[config.mk]
export PLATFORM = sky130hd
export DESIGN_NAME = vga_scaled_timing_gen
export DESIGN_NICKNAME = d
export VERILOG_FILES = /design/src/rtl/vga_timing_pkg.sv /design/src/rtl/vga_axis_counter.sv /design/src/rtl/vga_scaled_timing_gen.sv
export SDC_FILE = /design/constraint.sdc
export NUM_CORES = 1
export LEC_CHECK = 0
export CAP_MARGIN = 30
export CORE_UTILIZATION = 45
export DETAILED_ROUTE_END_ITERATION = 7
export GPL_ROUTABILITY_DRIVEN = 1
export PLACE_DENSITY = 0.79
export SYNTH_ARGS = -nofsm -noshare
export SYNTH_HDL_FRONTEND = slang
export SYNTH_HIERARCHICAL = 1
export SYNTH_SLANG_ARGS = --single-unit
[constraint.sdc]
create_clock -name piul1Clock -period 7.15 [get_ports piul1Clock]
set_input_delay 0.715 -clock piul1Clock [delete_from_list [all_inputs] [get_ports piul1Clock]]
set_output_delay 0.715 -clock piul1Clock [all_outputs]
set_load 0.005 [all_outputs]
[src/rtl/vga_timing_pkg.sv]
// Shared types and timing helpers for the scaled VGA timing generator.
// Axis durations, region encoding and the delayed video control bundle.
package vga_timing_pkg;

  typedef enum logic [3:0] {
    REG_DISPLAY = 4'b0001,
    REG_FRONT   = 4'b0010,
    REG_SYNC    = 4'b0100,
    REG_BACK    = 4'b1000
  } region_e;

  typedef struct packed {
    logic [15:0] display;
    logic [15:0] front;
    logic [15:0] sync;
    logic [15:0] back;
  } axis_t;

  typedef struct packed {
    logic hsync;
    logic vsync;
    logic blank_n;
    logic fstart;
    logic lstart;
  } vid_t;

  function automatic int axis_total(input axis_t a);
    return int'(a.display) + int'(a.front) + int'(a.sync) + int'(a.back);
  endfunction

  function automatic int sync_start(input axis_t a);
    return int'(a.display) + int'(a.front);
  endfunction

  function automatic int sync_end(input axis_t a);
    return int'(a.display) + int'(a.front) + int'(a.sync);
  endfunction

endpackage

[src/rtl/vga_axis_counter.sv]
// One timing axis: counter from display start through front/sync/back.
// Wrap is a pulse qualified by the advance strobe.
module vga_axis_counter
  import vga_timing_pkg::*;
#(
  parameter int D     = 640,
  parameter int F     = 16,
  parameter int S     = 96,
  parameter int B     = 48,
  parameter int CNT_W = 11
) (
  input  logic             clk_i,
  input  logic             rst_ni,
  input  logic             adv_i,
  output logic [CNT_W-1:0] cnt_o,
  output region_e          region_o,
  output logic             wrap_o,
  output logic             active_o
);

  localparam axis_t AX = '{
    display: 16'(D), front: 16'(F), sync: 16'(S), back: 16'(B)
  };
  localparam logic [CNT_W-1:0] LAST = CNT_W'(axis_total(AX) - 1);
  localparam logic [CNT_W-1:0] FP0  = CNT_W'(D);
  localparam logic [CNT_W-1:0] SY0  = CNT_W'(sync_start(AX));
  localparam logic [CNT_W-1:0] BP0  = CNT_W'(sync_end(AX));

  logic [CNT_W-1:0] cnt_q, cnt_d;

  always_comb begin
    wrap_o = adv_i && (cnt_q == LAST);
    cnt_d  = cnt_q;
    if (adv_i) cnt_d = wrap_o ? '0 : cnt_q + 1'b1;
  end

  always_comb begin
    region_o = REG_BACK;
    unique case (1'b1)
      (cnt_q < FP0):                 region_o = REG_DISPLAY;
      (cnt_q >= FP0 && cnt_q < SY0): region_o = REG_FRONT;
      (cnt_q >= SY0 && cnt_q < BP0): region_o = REG_SYNC;
      default:                       region_o = REG_BACK;
    endcase
  end

  assign active_o = (region_o == REG_DISPLAY);
  assign cnt_o    = cnt_q;

  always_ff @(posedge clk_i or negedge rst_ni) begin
    if (!rst_ni) cnt_q <= '0;
    else         cnt_q <= cnt_d;
  end

endmodule

[src/rtl/vga_scaled_timing_gen.sv]
// VGA timing with integer zoom address generation and sync/blank
// delayed to line up with frame-buffer read data.
module vga_scaled_timing_gen
  import vga_timing_pkg::*;
#(
  parameter int H_DISPLAY    = 640,
  parameter int H_FRONT      = 16,
  parameter int H_SYNC       = 96,
  parameter int H_BACK       = 48,
  parameter int V_DISPLAY    = 480,
  parameter int V_FRONT      = 10,
  parameter int V_SYNC       = 2,
  parameter int V_BACK       = 33,
  parameter int SYNC_ACT_LOW = 1,
  parameter int ZOOM         = 2,
  parameter int RD_LATENCY   = 1,
  parameter int ADDR_W       = 17,
  parameter int CNT_W        = 11
) (
  input  logic              piul1Clock,
  input  logic              piul1Reset_n,
  input  logic              piul1Enable,
  output logic              poul1HSync,
  output logic              poul1VSync,
  output logic              poul1Blank_n,
  output logic              poul1FrameStart,
  output logic              poul1LineStart,
  output logic [ADDR_W-1:0] poulRAddr,
  output logic              poul1RAddrValid,
  output logic [CNT_W-1:0]  poulXPos,
  output logic [CNT_W-1:0]  poulYPos
);

  localparam int L = 1 + RD_LATENCY;
  localparam logic [1:0] ZM1 = 2'(ZOOM - 1);
  localparam logic [ADDR_W-1:0] LSTEP = ADDR_W'(H_DISPLAY / ZOOM);
  localparam logic POL = (SYNC_ACT_LOW != 0);
  localparam vid_t IDLE = '{
    hsync: POL, vsync: POL, blank_n: 1'b0, fstart: 1'b0, lstart: 1'b0
  };

  logic [CNT_W-1:0] h_cnt, v_cnt;
  region_e h_reg, v_reg;
  logic h_wrap, v_wrap, h_act, v_act, active;

  vga_axis_counter #(
    .D(H_DISPLAY), .F(H_FRONT), .S(H_SYNC), .B(H_BACK), .CNT_W(CNT_W)
  ) u_h (
    .clk_i(piul1Clock), .rst_ni(piul1Reset_n), .adv_i(piul1Enable),
    .cnt_o(h_cnt), .region_o(h_reg), .wrap_o(h_wrap), .active_o(h_act)
  );

  vga_axis_counter #(
    .D(V_DISPLAY), .F(V_FRONT), .S(V_SYNC), .B(V_BACK), .CNT_W(CNT_W)
  ) u_v (
    .clk_i(piul1Clock), .rst_ni(piul1Reset_n), .adv_i(h_wrap),
    .cnt_o(v_cnt), .region_o(v_reg), .wrap_o(v_wrap), .active_o(v_act)
  );

  assign active = h_act && v_act;

  logic [CNT_W-1:0]  sx_q, sx_d;
  logic [1:0]        px_q, px_d, ln_q, ln_d;
  logic [ADDR_W-1:0] base_q, base_d, raddr_q, raddr_d;
  logic              valid_q, valid_d;

  // Repeat counters replace division: source X and line base step once per ZOOM
  always_comb begin
    sx_d    = sx_q;
    px_d    = px_q;
    ln_d    = ln_q;
    base_d  = base_q;
    raddr_d = raddr_q;
    valid_d = valid_q;
    if (piul1Enable) begin
      valid_d = active;
      if (active) begin
        raddr_d = base_q + ADDR_W'(sx_q);
        if (px_q == ZM1) begin
          px_d = '0;
          sx_d = sx_q + 1'b1;
        end else begin
          px_d = px_q + 1'b1;
        end
      end
      if (h_wrap) begin
        sx_d = '0;
        px_d = '0;
        if (v_act) begin
          if (ln_q == ZM1) begin
            ln_d   = '0;
            base_d = base_q + LSTEP;
          end else begin
            ln_d = ln_q + 1'b1;
          end
        end
      end
      if (v_wrap) begin
        base_d = '0;
        ln_d   = '0;
      end
    end
  end

  always_ff @(posedge piul1Clock or negedge piul1Reset_n) begin
    if (!piul1Reset_n) begin
      sx_q    <= '0;
      px_q    <= '0;
      ln_q    <= '0;
      base_q  <= '0;
      raddr_q <= '0;
      valid_q <= 1'b0;
    end else begin
      sx_q    <= sx_d;
      px_q    <= px_d;
      ln_q    <= ln_d;
      base_q  <= base_d;
      raddr_q <= raddr_d;
      valid_q <= valid_d;
    end
  end

  vid_t [L-1:0] pipe_q, pipe_d;
  vid_t         vin;

  always_comb begin
    vin         = IDLE;
    vin.hsync   = (h_reg == REG_SYNC) ^ POL;
    vin.vsync   = (v_reg == REG_SYNC) ^ POL;
    vin.blank_n = active;
    vin.fstart  = active && (h_cnt == '0) && (v_cnt == '0);
    vin.lstart  = active && (h_cnt == '0);
    pipe_d      = pipe_q;
    if (piul1Enable) begin
      pipe_d[0] = vin;
      for (int i = 1; i < L; i++) pipe_d[i] = pipe_q[i-1];
    end
  end

  always_ff @(posedge piul1Clock or negedge piul1Reset_n) begin
    if (!piul1Reset_n) pipe_q <= {L{IDLE}};
    else               pipe_q <= pipe_d;
  end

  assign poul1HSync      = pipe_q[L-1].hsync;
  assign poul1VSync      = pipe_q[L-1].vsync;
  assign poul1Blank_n    = pipe_q[L-1].blank_n;
  assign poul1FrameStart = pipe_q[L-1].fstart;
  assign poul1LineStart  = pipe_q[L-1].lstart;
  assign poulRAddr       = raddr_q;
  assign poul1RAddrValid = valid_q;
  assign poulXPos        = h_cnt;
  assign poulYPos        = v_cnt;

endmodule

# == Word level (Yosys, flattened, before mapping) ==
# Index checks and enable logic that the tools add are counted.
# Widths: inputs -> output; s select.
# word_totals
output_inout_bits,45
in_bits,3
register_bits,81
# classes
mux,18
n_addsub,7
order_cmp,10
n_reduce_logical,21
n_bitwise,2
n_eq_ne,8
# op_table
cell,count
$mux 17,4
$mux 11,5
$add 11x1->11 const B,3
$lt 11x10->1 const B,3
$lt 11x9->1 const B,3
$pmux 4 s3,2
$eq 11x10->1 const B,2
$ge 11x10->1 const B,2
$ge 11x9->1 const B,2
$logic_not 11->1,2
$add 17x11->17,1
$add 17x9->17 const B,1
$mux 2,7
$reduce_bool 2->1,5
$logic_and 1x1->1,9
$eq 4x1->1 const B,2
$eq 4x3->1 const B,2
$reduce_and 3->1,2
$add 2x1->2 const B,2
$eq 2x1->1 const B,2
$reduce_and 2->1,2
$reduce_and 4->1,1
$not 1->1,2

# == Longest topological paths before layout ==
# logic_depth
depth_word,7
depth_mapped,9
ltp_nobuf,9

# == Hierarchy ==
# The synthesis kept the hierarchy.
# by_module_without_submodules
module,area_per_inst_um2,seq_area_each_um2,cells_per_inst,n_inst
vga_scaled_timing_gen,2575.0,1331.3,266,1
vga_axis_counter at u_h,660.6,275.3,69,1
vga_axis_counter at u_v,643.1,275.3,63,1

# == Least setup slack after synthesis ==
# Ideal clock, no wire load.
# synth_timing
kind,input to register
start,input port piul1Enable
end,register base_q[13]
setup_time_ps,78
t_arrival_ps,3030
setup_slack_ps,4042
stages,9
cell_sequence,buf_2 nand4_1 nor4_4 nand3_4 nor3_4 o21ai_4 or3_4 or3_1 a21oi_1
# synth_between
elab_chain_len,4
word_cells_on_any_way,7
# synth_rtl
element,line,rtl
start: declaration,vga_scaled_timing_gen.sv:22,"input logic piul1Enable,"
$logic_and 1x1->1 *,vga_axis_counter.sv:32,wrap_o = adv_i && (cnt_q == LAST);
net h_wrap,vga_scaled_timing_gen.sv:44,"logic h_wrap, v_wrap, h_act, v_act, active;"
$logic_and 1x1->1 *,vga_axis_counter.sv:32,
net v_wrap,vga_scaled_timing_gen.sv:44,
$reduce_bool 2->1 (no source line),-,
$reduce_and 4->1 (no source line),-,
end signal: assignment,vga_scaled_timing_gen.sv:117,base_q <= base_d;
end: declaration,vga_scaled_timing_gen.sv:64,"logic [ADDR_W-1:0] base_q, base_d, raddr_q, raddr_d;"
# The timed path passes the listed nets; every way through them passes the cells marked *.
# A chain may end at the register's enable or synchronous reset.

# == Worst setup path after layout ==
# layout_timing
start,input port piul1Enable
end,register base_q[15]
# Same word-level chain as after synthesis.

==> impl_results.rst <==
.. list-table::
   :header-rows: 1

   * - Metric
     - Value
   * - Outcome
     - complete, no violations
   * - Synthesized flop and latch total
     - 75
   * - Final clock skew
     - 0.00334 ns
   * - Combinational share of power
     - 0.179
   * - Final setup vio count
     - 0
   * - Total cell area at the placement stage
     - 4430 sq um
   * - Total core area
     - 8300 sq um
   * - TritonCTS Buffers
     - 9
   * - CTS tree
     - done
   * - Distinct cells, synth
     - 58
   * - Hold buffer count at CTS
     - 0
   * - Detail Route Antenna Nets
     - 0
   * - Count of input and output buffers
     - 47
   * - WL final
     - 7860 um
   * - Largest voltage drop on the vdd net
     - 0.141 mV
   * - Data required time of the worst path
     - 7.42 ns
   * - Category of cells accounting for the largest share of critical-path delay
     - simple AND/OR/NAND/NOR gates
   * - Cell taking the most area after synthesis
     - sky130_fd_sc_hd__dfrtp_1
   * - Clock tree buffer depth
     - 2
   * - Fraction of synthesized cell area taken by the top area cell type
     - 0.458
   * - Fin Setup TNS
     - 0 ns
   * - Pre-Repair DR Iteration Count
     - 4
   * - Starting Density
     - 0.467
   * - Slowest library cell on the worst path
     - sky130_fd_sc_hd__clkdlybuf4s50_1
   * - Global placement routability congestion
     - 0.870
   * - Number of filler instances in the final layout
     - 728
   * - Vert. Die Dim
     - 94.8 um
   * - Least-Margin Pin Slew
     - 0.925 ns
   * - Pins Over Slew Limit
     - 0
   * - Clock slew at reported path FFs
     - 0.07 ns
   * - Post-route design area
     - 4610 sq um
   * - Antenna fix cells
     - 0
   * - Worst-path cell chain
     - clkdlybuf4s50_1 > buf_4 > nand4_1 > nor4_4 > buf_4 > nand3_4 > nor3_4 > o21ai_4 > or3_4 > or3_1 > a21oi_1
   * - Row cnt
     - 33
   * - Seq/Total Area, Yosys
     - 0.485
   * - Net load switching power
     - 291 uW
   * - Sequential fraction of design power
     - 0.521
   * - Max-cap violations
     - 0
   * - Cell mode on critical path
     - sky130_fd_sc_hd__buf_4
   * - Unrepaired setup endpoints after global routing
     - no
   * - Multi-input logic area
     - 1870 sq um
   * - Worst setup SP type
     - input pin
   * - Die width
     - 94.8 um
   * - Count of final hold-check violations
     - 0
   * - Synthesized cell area
     - 3880 sq um
   * - Highest Clock Rate
     - 279 MHz
   * - Clock Sink Count
     - 75
   * - Main flop type after synthesis
     - sky130_fd_sc_hd__dfrtp_1
   * - Gate count after technology mapping
     - 398
   * - Data arrival time of the worst path
     - 3.85 ns
   * - I/O Pins
     - 48
   * - Root Buffer
     - sky130_fd_sc_hd__clkbuf_8
   * - Via/cell ratio
     - 5.59
   * - Register cell area after layout
     - 1880 sq um
   * - Internal power
     - 723 uW
   * - Most numerous cell types in the synthesized netlist
     - 71 x sky130_fd_sc_hd__dfrtp_1, 44 x sky130_fd_sc_hd__nand2_1, 33 x sky130_fd_sc_hd__nor2_1
   * - Number of warning messages in the yosys log
     - 6
   * - Leakage power
     - 0.00198 uW
   * - Global-route wire length before repair
     - 13500 um
   * - Delay of the slowest critical-path stage
     - 0.45 ns
   * - DP Wirelength
     - 5440 um
   * - Mean instance size in the synthesized netlist
     - 9.75 sq um
   * - Layout net count
     - 459
   * - Number of resized instances in the post-cts repair step
     - 0
   * - CP bufs+invs
     - 3
   * - Worst slew margin relative to its limit
     - 0.384
   * - Area Growth Syn to Fin
     - 18.8%
   * - Endpoint kind of the worst setup timing path
     - register
   * - Hold Path Class
     - reg2reg
   * - Iteration-0 DRC Markers
     - 109
   * - Worst skew pair latency
     - 0.35 ns
   * - Critical path peak fanout
     - 33
   * - Fraction of power consumed by the clock network
     - 0.300
   * - Total routing usage reported by global routing
     - 0.193
   * - Dominant cell by count in the synthesized netlist
     - sky130_fd_sc_hd__dfrtp_1
   * - Main area contributors after synthesis
     - sky130_fd_sc_hd__dfrtp_1 46%, sky130_fd_sc_hd__nand2_1 4.3%, sky130_fd_sc_hd__o21ai_0 4.0%, sky130_fd_sc_hd__xnor2_1 3.8%, sky130_fd_sc_hd__ha_1 3.5%
   * - Number of antenna violations at the first check in global routing
     - 0
   * - Per-cell routed wire length
     - 14.2 um
   * - Setup repair bufs after CTS
     - 0
   * - H-tree depth
     - 3
   * - Post-synth net total
     - 412
   * - Area of the die
     - 8990 sq um
   * - Share of final-layout standard cells stronger than drive strength 1
     - 0.0911
   * - Power density over the cells
     - 220 nW/um^2
   * - Category of the critical setup timing path
     - in2reg
   * - Routed vias
     - 3101
   * - Post-synth EDFFs
     - 0
   * - Fin crit period
     - 3.58 ns
   * - Vias in the first global route
     - 3063
   * - DRC
     - 0
   * - Ratio of final minimum period to clock period
     - 0.501
   * - Residual overflow from global routing
     - 0
   * - Async set-or-reset flop fraction in the synthesized netlist
     - 1.00
   * - Net switching fraction of the power
     - 0.287
   * - Maximum number of pins on one net before global-route repair
     - 76
==> cells by family (layout without fill, tap and decap cells) <==
group	Yosys count	after routing	share of synthesized area
buffers and inverters	29	81	0.0329
AND/OR/NAND/NOR	168	168	0.238
multiplexers	9	9	0.0258
adder cells (fa/ha/maj)	11	11	0.0355
flip-flops	75	75	0.485
AO/OA/AOI/OAI	81	81	0.126
XOR/XNOR	25	25	0.0565
==> layout make-up <==
type	count	area share
inverters	16	0.0130
repair buffers	49	0.105
clock inverters	2	0.00217
well taps	105	0.0285
multi-input cells	294	0.406
flip-flops and latches	75	0.408
clock buffers	14	0.0375
==> path summary, 6_finish.rpt <==
path	from	end	slack, ns	depth (start not counted)
min in group asynchronous	piul1Reset_n	poulRAddr[3]	0.49	1
hold / removal	poulRAddr[15]	poulRAddr[15]	0.48	2
hold reg to reg	poulRAddr[15]	poulRAddr[15]	0.48	2
setup reg to reg	u_h/cnt_o[5]	base_q[15]	3.89	9
setup / recovery	piul1Enable	base_q[15]	3.57	11
max in group asynchronous	piul1Reset_n	u_v/cnt_o[10]	6.05	1
==> per-stage QoR <==
stage	total power, uW	setup WS, ns	hold WS [ns]	util	instances
floorplan	624	4.04	0.419	-	398
global placement	707	3.37	0.459	0.533	539
detailed placement	719	3.22	0.466	0.533	539
CTS	1020	3.58	0.483	0.555	555
global route	1070	3.32	0.495	0.555	555
finish	1010	3.57	0.477	0.555	555
==> power groups by stage <==
stage / registers [uW] / logic [uW] / clock network [uW]
final: 529 / 182 / 304
after global routing: 537 / 205 / 325
after CTS: 528 / 184 / 312
after detailed placement: 536 / 183 / 0
after global placement: 533 / 174 / 0
after floorplan: 522 / 103 / 0
==> placed cells by master (no fill, tap or decap), types with 5 or more instances in the layout <==
cell type and instances:
sky130_fd_sc_hd__a21oi_1 20, sky130_fd_sc_hd__clkbuf_8 12, sky130_fd_sc_hd__clkdlybuf4s50_1 46, sky130_fd_sc_hd__dfrtp_1 71, sky130_fd_sc_hd__ha_1 11, sky130_fd_sc_hd__inv_1 16, sky130_fd_sc_hd__mux2_2 8, sky130_fd_sc_hd__nand2_1 44
sky130_fd_sc_hd__nand2b_1 7, sky130_fd_sc_hd__nand3_1 12, sky130_fd_sc_hd__nand4_1 8, sky130_fd_sc_hd__nor2_1 33, sky130_fd_sc_hd__nor3_1 16, sky130_fd_sc_hd__nor4_1 5, sky130_fd_sc_hd__o21ai_0 31, sky130_fd_sc_hd__or3_1 13
sky130_fd_sc_hd__xnor2_1 17, sky130_fd_sc_hd__xor2_1 8
==> per-layer routing <==
layer  share of wire  global-route usage  vias up
li1                -                   -     1519
met1            0.46               0.242     1502
met2            0.48               0.327       68
met3           0.039              0.0306       12
met4           0.021              0.0871        0
met5               0                   0        -
==> tightest hold or removal path, cell delays in order (launching register included) <==
cell	delay [ns]
sky130_fd_sc_hd__dfrtp_1	0.34
sky130_fd_sc_hd__nand2_1	0.04
sky130_fd_sc_hd__o21ai_0	0.06
==> flip-flops by register name, summed over array words and instances (netlist names), 2 cells and up <==
signal     flops
u_v/cnt_o     11
sx_q          11
ln_q           2
base_q        11
px_q           2
poulRAddr     17
pipe_q         5
u_h/cnt_o     11
Note: power is estimated with default switching activity, not from simulation.
